$ cat src/rtl/pipe_stage_reg_if.sv
// Stage-to-stage bus carried by pipe_stage_reg: upstream in_* fields and the registered out_* fields.
// Handshake: in_valid qualifies in_data/in_pc; out_valid qualifies out_data/out_pc. No back-pressure; stalls come from the stop vector.
interface pipe_stage_reg_if #(
    parameter int DATA_W = 38,
    parameter int PC_W   = 32
);
    logic              in_valid;
    logic [DATA_W-1:0] in_data;
    logic [PC_W-1:0]   in_pc;
    logic              out_valid;
    logic [DATA_W-1:0] out_data;
    logic [PC_W-1:0]   out_pc;

    // Upstream stage / bench side: produces in_*, observes out_*.
    modport master (
        output in_valid, in_data, in_pc,
        input  out_valid, out_data, out_pc
    );

    // Pipeline register side: consumes in_*, produces out_*.
    modport slave (
        input  in_valid, in_data, in_pc,
        output out_valid, out_data, out_pc
    );
endinterface

$ cat src/rtl/pipe_stage_reg.sv
// Configurable inter-stage pipeline register with stall hold, bubble insertion, flush,
// and saturating stall/bubble counters. All outputs are registered.
module pipe_stage_reg #(
    parameter int                 DATA_W          = 38,
    parameter int                 PC_W            = 32,
    parameter int                 STOP_W          = 6,
    parameter int                 STAGE_IDX       = 4,
    parameter bit                 CLEAR_ON_BUBBLE = 1'b1,
    parameter logic [PC_W-1:0]    RESET_PC        = '0,
    parameter int                 CNT_W           = 16
) (
    input  logic                 cpu_clk,
    input  logic                 cpu_rst,
    pipe_stage_reg_if.slave      bus,
    input  logic [STOP_W-1:0]    stop,
    input  logic                 flush,
    input  logic                 cnt_clr,
    output logic [CNT_W-1:0]     stall_cnt,
    output logic [CNT_W-1:0]     bubble_cnt
);

    if (STAGE_IDX + 1 >= STOP_W) begin : g_bad_stage_idx
        $error("pipe_stage_reg: STAGE_IDX+1 must be below STOP_W");
    end

    typedef enum logic [2:0] {
        ACT_RESET   = 3'd0,
        ACT_FLUSH   = 3'd1,
        ACT_BUBBLE  = 3'd2,
        ACT_HOLD    = 3'd3,
        ACT_ADVANCE = 3'd4
    } action_t;

    localparam logic [CNT_W-1:0] CNT_MAX = '1;

    logic    up;
    logic    dn;
    action_t action;
    logic    kill;
    logic    zero_fill;
    logic    unused_stop_bits;

    assign up = stop[STAGE_IDX];
    assign dn = stop[STAGE_IDX+1];

    // Only up/dn steer this stage; the remaining stall bits belong to other stages.
    assign unused_stop_bits = ^stop;

    // Action is a pure function of the current inputs, in strict priority order.
    // dn=1 with up=0 never comes from the stall controller and is taken as ADVANCE.
    always_comb begin
        action = ACT_ADVANCE;
        if (cpu_rst) begin
            action = ACT_RESET;
        end else if (flush) begin
            action = ACT_FLUSH;
        end else if (up && !dn) begin
            action = ACT_BUBBLE;
        end else if (up && dn) begin
            action = ACT_HOLD;
        end
    end

    assign kill      = (action == ACT_FLUSH) || (action == ACT_BUBBLE);
    assign zero_fill = kill && CLEAR_ON_BUBBLE;

    always_ff @(posedge cpu_clk) begin
        case (action)
            ACT_RESET: begin
                bus.out_valid <= 1'b0;
                bus.out_data  <= '0;
                bus.out_pc    <= RESET_PC;
            end
            ACT_FLUSH, ACT_BUBBLE: begin
                bus.out_valid <= 1'b0;
                // Low-toggle mode keeps payload/PC wires quiet across bubbles.
                if (zero_fill) begin
                    bus.out_data <= '0;
                    bus.out_pc   <= RESET_PC;
                end
            end
            ACT_HOLD: begin
                bus.out_valid <= bus.out_valid;
                bus.out_data  <= bus.out_data;
                bus.out_pc    <= bus.out_pc;
            end
            default: begin
                bus.out_valid <= bus.in_valid;
                bus.out_data  <= bus.in_data;
                bus.out_pc    <= bus.in_pc;
            end
        endcase
    end

    // Counters saturate; a clear wins over a same-cycle increment.
    always_ff @(posedge cpu_clk) begin
        if (cpu_rst || cnt_clr) begin
            stall_cnt  <= '0;
            bubble_cnt <= '0;
        end else begin
            if ((action == ACT_HOLD) && (stall_cnt != CNT_MAX)) begin
                stall_cnt <= stall_cnt + 1'b1;
            end
            if (kill && (bubble_cnt != CNT_MAX)) begin
                bubble_cnt <= bubble_cnt + 1'b1;
            end
        end
    end

endmodule

$ cat src/flat_wrapper.sv
// flat-port wrapper written by rule: the top's interface ports become plain ports
module pipe_stage_reg_flat 
#(
    parameter int                 DATA_W          = 38,
    parameter int                 PC_W            = 32,
    parameter int                 STOP_W          = 6,
    parameter int                 STAGE_IDX       = 4,
    parameter bit                 CLEAR_ON_BUBBLE = 1'b1,
    parameter logic [PC_W-1:0]    RESET_PC        = '0,
    parameter int                 CNT_W           = 16
)
  (cpu_clk, cpu_rst, stop, flush, cnt_clr, stall_cnt, bubble_cnt, bus_in_valid, bus_in_data, bus_in_pc, bus_out_valid, bus_out_data, bus_out_pc);
  pipe_stage_reg_if #(.DATA_W(DATA_W), .PC_W(PC_W)) bus_i ();
  input  logic cpu_clk;
  input  logic cpu_rst;
  input  logic [STOP_W-1:0] stop;
  input  logic flush;
  input  logic cnt_clr;
  output logic [CNT_W-1:0] stall_cnt;
  output logic [CNT_W-1:0] bubble_cnt;
  input wire logic [$bits(bus_i.in_valid)-1:0] bus_in_valid;
  input wire logic [$bits(bus_i.in_data)-1:0] bus_in_data;
  input wire logic [$bits(bus_i.in_pc)-1:0] bus_in_pc;
  output wire logic [$bits(bus_i.out_valid)-1:0] bus_out_valid;
  output wire logic [$bits(bus_i.out_data)-1:0] bus_out_data;
  output wire logic [$bits(bus_i.out_pc)-1:0] bus_out_pc;
  assign bus_i.in_valid = bus_in_valid;
  assign bus_i.in_data = bus_in_data;
  assign bus_i.in_pc = bus_in_pc;
  assign bus_out_valid = bus_i.out_valid;
  assign bus_out_data = bus_i.out_data;
  assign bus_out_pc = bus_i.out_pc;
  pipe_stage_reg #(.DATA_W(DATA_W), .PC_W(PC_W), .STOP_W(STOP_W), .STAGE_IDX(STAGE_IDX), .CLEAR_ON_BUBBLE(CLEAR_ON_BUBBLE), .RESET_PC(RESET_PC), .CNT_W(CNT_W)) u_core (.cpu_clk(cpu_clk), .cpu_rst(cpu_rst), .bus(bus_i), .stop(stop), .flush(flush), .cnt_clr(cnt_clr), .stall_cnt(stall_cnt), .bubble_cnt(bubble_cnt));
endmodule
$ cat config.mk
export PLATFORM = sky130hd
export DESIGN_NAME = pipe_stage_reg_flat
export DESIGN_NICKNAME = d
export VERILOG_FILES = /design/src/rtl/pipe_stage_reg_if.sv /design/src/rtl/pipe_stage_reg.sv /design/src/flat_wrapper.sv
export SDC_FILE = /design/constraint.sdc
export NUM_CORES = 1
export LEC_CHECK = 0
export ABC_AREA = 1
export CELL_PAD_IN_SITES_DETAIL_PLACEMENT = 1
export CELL_PAD_IN_SITES_GLOBAL_PLACEMENT = 2
export CORE_ASPECT_RATIO = 0.75
export CORE_MARGIN = 1
export CORE_UTILIZATION = 26
export DETAILED_ROUTE_END_ITERATION = 16
export GPL_ROUTABILITY_DRIVEN = 0
export PLACE_DENSITY_LB_ADDON = 0.1
export SLEW_MARGIN = 10
export SYNTH_ARGS = -nofsm -noshare
export SYNTH_HDL_FRONTEND = slang
export SYNTH_SLANG_ARGS = --single-unit
$ cat constraint.sdc
create_clock -name cpu_clk -period 6.88 [get_ports cpu_clk]
set_clock_uncertainty 0.15 [all_clocks]
set_input_delay 0.688 -clock cpu_clk [delete_from_list [all_inputs] [get_ports cpu_clk]]
set_output_delay 0.688 -clock cpu_clk [all_outputs]
set_load 0.1 [all_outputs]
==> impl_metrics.json <==
{
  "worst-path-max-fanout": 72,
  "path_cells": "clkdlybuf4s50_1 > nor2_1 > nand3_4 > buf_4 > nor2_1 > buf_4 > inv_1 > nand2_1 > a21oi_1",
  "finalNonFillerCells": 944,
  "cts_buffer_depth": 2,
  "die_y_um": 116.9,
  "synthesis.nets": 607,
  "cp.arrival_ns": 3.08,
  "grt_antenna_before_repair": 0,
  "drt-met1-wl_mm": 6.044,
  "total_power_mw": 1.537,
  "power_leakage_nw": 2.794,
  "start_util_pct": 26.86,
  "fin_crit_ns": 2.959,
  "clk_pin_slew_ns": 0.07,
  "ys_types": 21,
  "cap_violations": 0,
  "clock_latency_ns": 0.35,
  "synth_top_area_share_pct": 46.61,
  "critPathSlowestCell": "buf_4",
  "tightest_slew_ns": 1.032,
  "hp-class": "flop to flop",
  "wl_met3_um": 729,
  "avgRoutedWirePerCell_um": 14.42,
  "status": "finished clean",
  "drc_errors": 0,
  "synth_edf_count": 71,
  "holdBufCountCts": 0,
  "synth_area_leaders": "edfxtp_1 (47%), dfxtp_1 (14%), nor2_1 (10%)",
  "dr.max_layer_used": "met4",
  "vias": 3958,
  "grt_overflow": 0,
  "end_kind": "flop",
  "synth-seq-area-share_pct": 60.61,
  "avgSynthCellArea_um2": 8.730,
  "drt-total-wl_mm": 13.61,
  "cts.sinks": 103,
  "syn_area_um2": 4574,
  "synth_flop_cell": "edfxtp_1",
  "io_buffers": 179,
  "finalSetupTns_ns": 0,
  "fin_crit_sh_pct": 43.01,
  "crit_required_ns": 7.00,
  "post_cts_buffers": 0,
  "path_class": "input port to flop",
  "die_w_um": 155.2,
  "grt_pass1_wl_mm": 20.49,
  "synthArstFlopShare_pct": 0,
  "yosys_warnings": 0,
  "core_um2": 17030,
  "synth_cells": 524,
  "area_growth_pct": 51.01,
  "dieArea_um2": 18130,
  "root_buffer": "clkbuf_16",
  "max-slew-margin-rel_pct": 30.95,
  "setup_violations": 0,
  "track_usage_pct": 14.88,
  "synthTopCellsByCount": "nor2_1 (123), nand2_1 (111), inv_1 (94), edfxtp_1 (71), dfxtp_1 (32)",
  "num_rows": 41,
  "nFillCells": 2003,
  "grt_max_degree": 73,
  "yosys_register_bits": 103,
  "powerDensity_nw_per_um2": 222.5,
  "via_per_inst": 4.193,
  "htree_levels": 3,
  "grt_setup_unrepaired": "no",
  "hold_viol_final": 0,
  "place_area_um2": 6616,
  "grt_pass1_vias": 3905,
  "peakVddDrop_mv": 0.1070,
  "drive_gt1_share_pct": 3.814,
  "crit_family": "buffers and inverters",
  "drv_slew": 0,
  "fin_nets": 786,
  "critPathLaunchType": "input port",
  "timing.hold.ws_ns": 0.3764,
  "ant_nets": 0,
  "place_inst": 928,
  "stdcell_area_um2": 6908,
  "dr.first_iter.drc_count": 150,
  "cp_num_buf_inv": 4,
  "wl_met2_mm": 6.622,
  "dr.pass1.iters": 4,
  "io_pins": 184,
  "max_freq_mhz": 337.9,
  "cts_tree": "built",
  "cts_resized": 0,
  "diodes": 0,
  "dp_hpwl_mm": 9.754,
  "slowest_delay_ns": 0.72,
  "synth.most_common_cell": "nor2_1",
  "cts_buffers": 9,
  "synth_top_area_cell": "edfxtp_1"
}
state kept, by name, indices dropped and copies added (netlist names):
| name | flops |
|---|---|
| u_core.bus.out_valid | 1 |
| u_core.stall_cnt | 16 |
| u_core.bus.out_data | 38 |
| u_core.bus.out_pc | 32 |
| u_core.bubble_cnt | 16 |
power by group:
group	switching [mW]	internal (mW)
clock network	0.259	0.255
logic	0.241	0.0875
registers	0.00779	0.686
total	0.508	1.03
through the flow:
| stage | setup WS (ns) | utilization, % |
|---|---|---|
| 3_5_place_dp | 3.519 | 38.85 |
| 6_report | 3.921 | 40.56 |
| 2_1_floorplan | 3.130 | - |
| 5_1_grt | 3.660 | 40.56 |
| 3_3_place_gp | 3.623 | 38.85 |
| 4_1_cts | 3.865 | 40.56 |
layout make-up:
type / count / area [µm²] / share of cell area (%)
multi-input combinational: 310 / 1366 / 19.78
tap: 236 / 295.3 / 4.275
clock inverter: 7 / 66.31 / 0.9600
inverter: 96 / 360.3 / 5.216
timing repair buffer: 183 / 1822 / 26.37
sequential: 103 / 2773 / 40.14
clock buffer: 9 / 225.2 / 3.260
layout by cell type, fill, tap and decap left out, types with 2 or more instances in the layout:
cell	count
clkdlybuf4s50_1	179
nor2_1	123
nand2_1	110
inv_1	94
edfxtp_1	71
dfxtp_1	32
a21oi_1	25
nand3_1	14
nand4_1	9
clkbuf_16	9
xor2_1	8
o21ai_0	6
xnor2_1	5
buf_4	4
inv_6	3
nand2_2	2
inv_2	2
nor3_1	2
ha_1	2
worst reg2reg max path, cell delays in order, from the launching register on:
cell     delay (ns)
dfxtp_1        0.44
ha_1           0.31
nand2_1        0.12
nor2_2         0.14
nand2_1        0.10
nor2_1         0.11
nor2_1         0.04
buf_4          0.25
inv_1          0.33
nand2_1        0.09
a21oi_1        0.15
layer usage:
metal | up-vias | GRT usage (%)
met2 | 94 | 25.83
met3 | 13 | 4.602
met5 | - | 0
met1 | 1878 | 17.67
met4 | 0 | 4.950
li1 | 1973 | -
final timing paths:
kind	from	end	slack [ns]	cells past startpoint
worst min-delay path	u_core.bubble_cnt[1]	u_core.bubble_cnt[1]	0.38	2
worst max register to register	u_core.stall_cnt[0]	u_core.stall_cnt[3]	4.57	10
worst max-delay path	cpu_rst	u_core.stall_cnt[3]	3.92	9
worst min register to register	u_core.bubble_cnt[1]	u_core.bubble_cnt[1]	0.38	2
cells by family after synthesis:
logic type	count (synthesis)	synth area share, %
AOI/OAI and AO/OA	33	3.939
adders and majority gates	2	0.5470
buffers and inverters	111	9.847
xor gates and xnor gates	13	2.489
and+or+nand+nor	262	22.57
DFF	103	60.61
(Power assumes the default switching activity.)
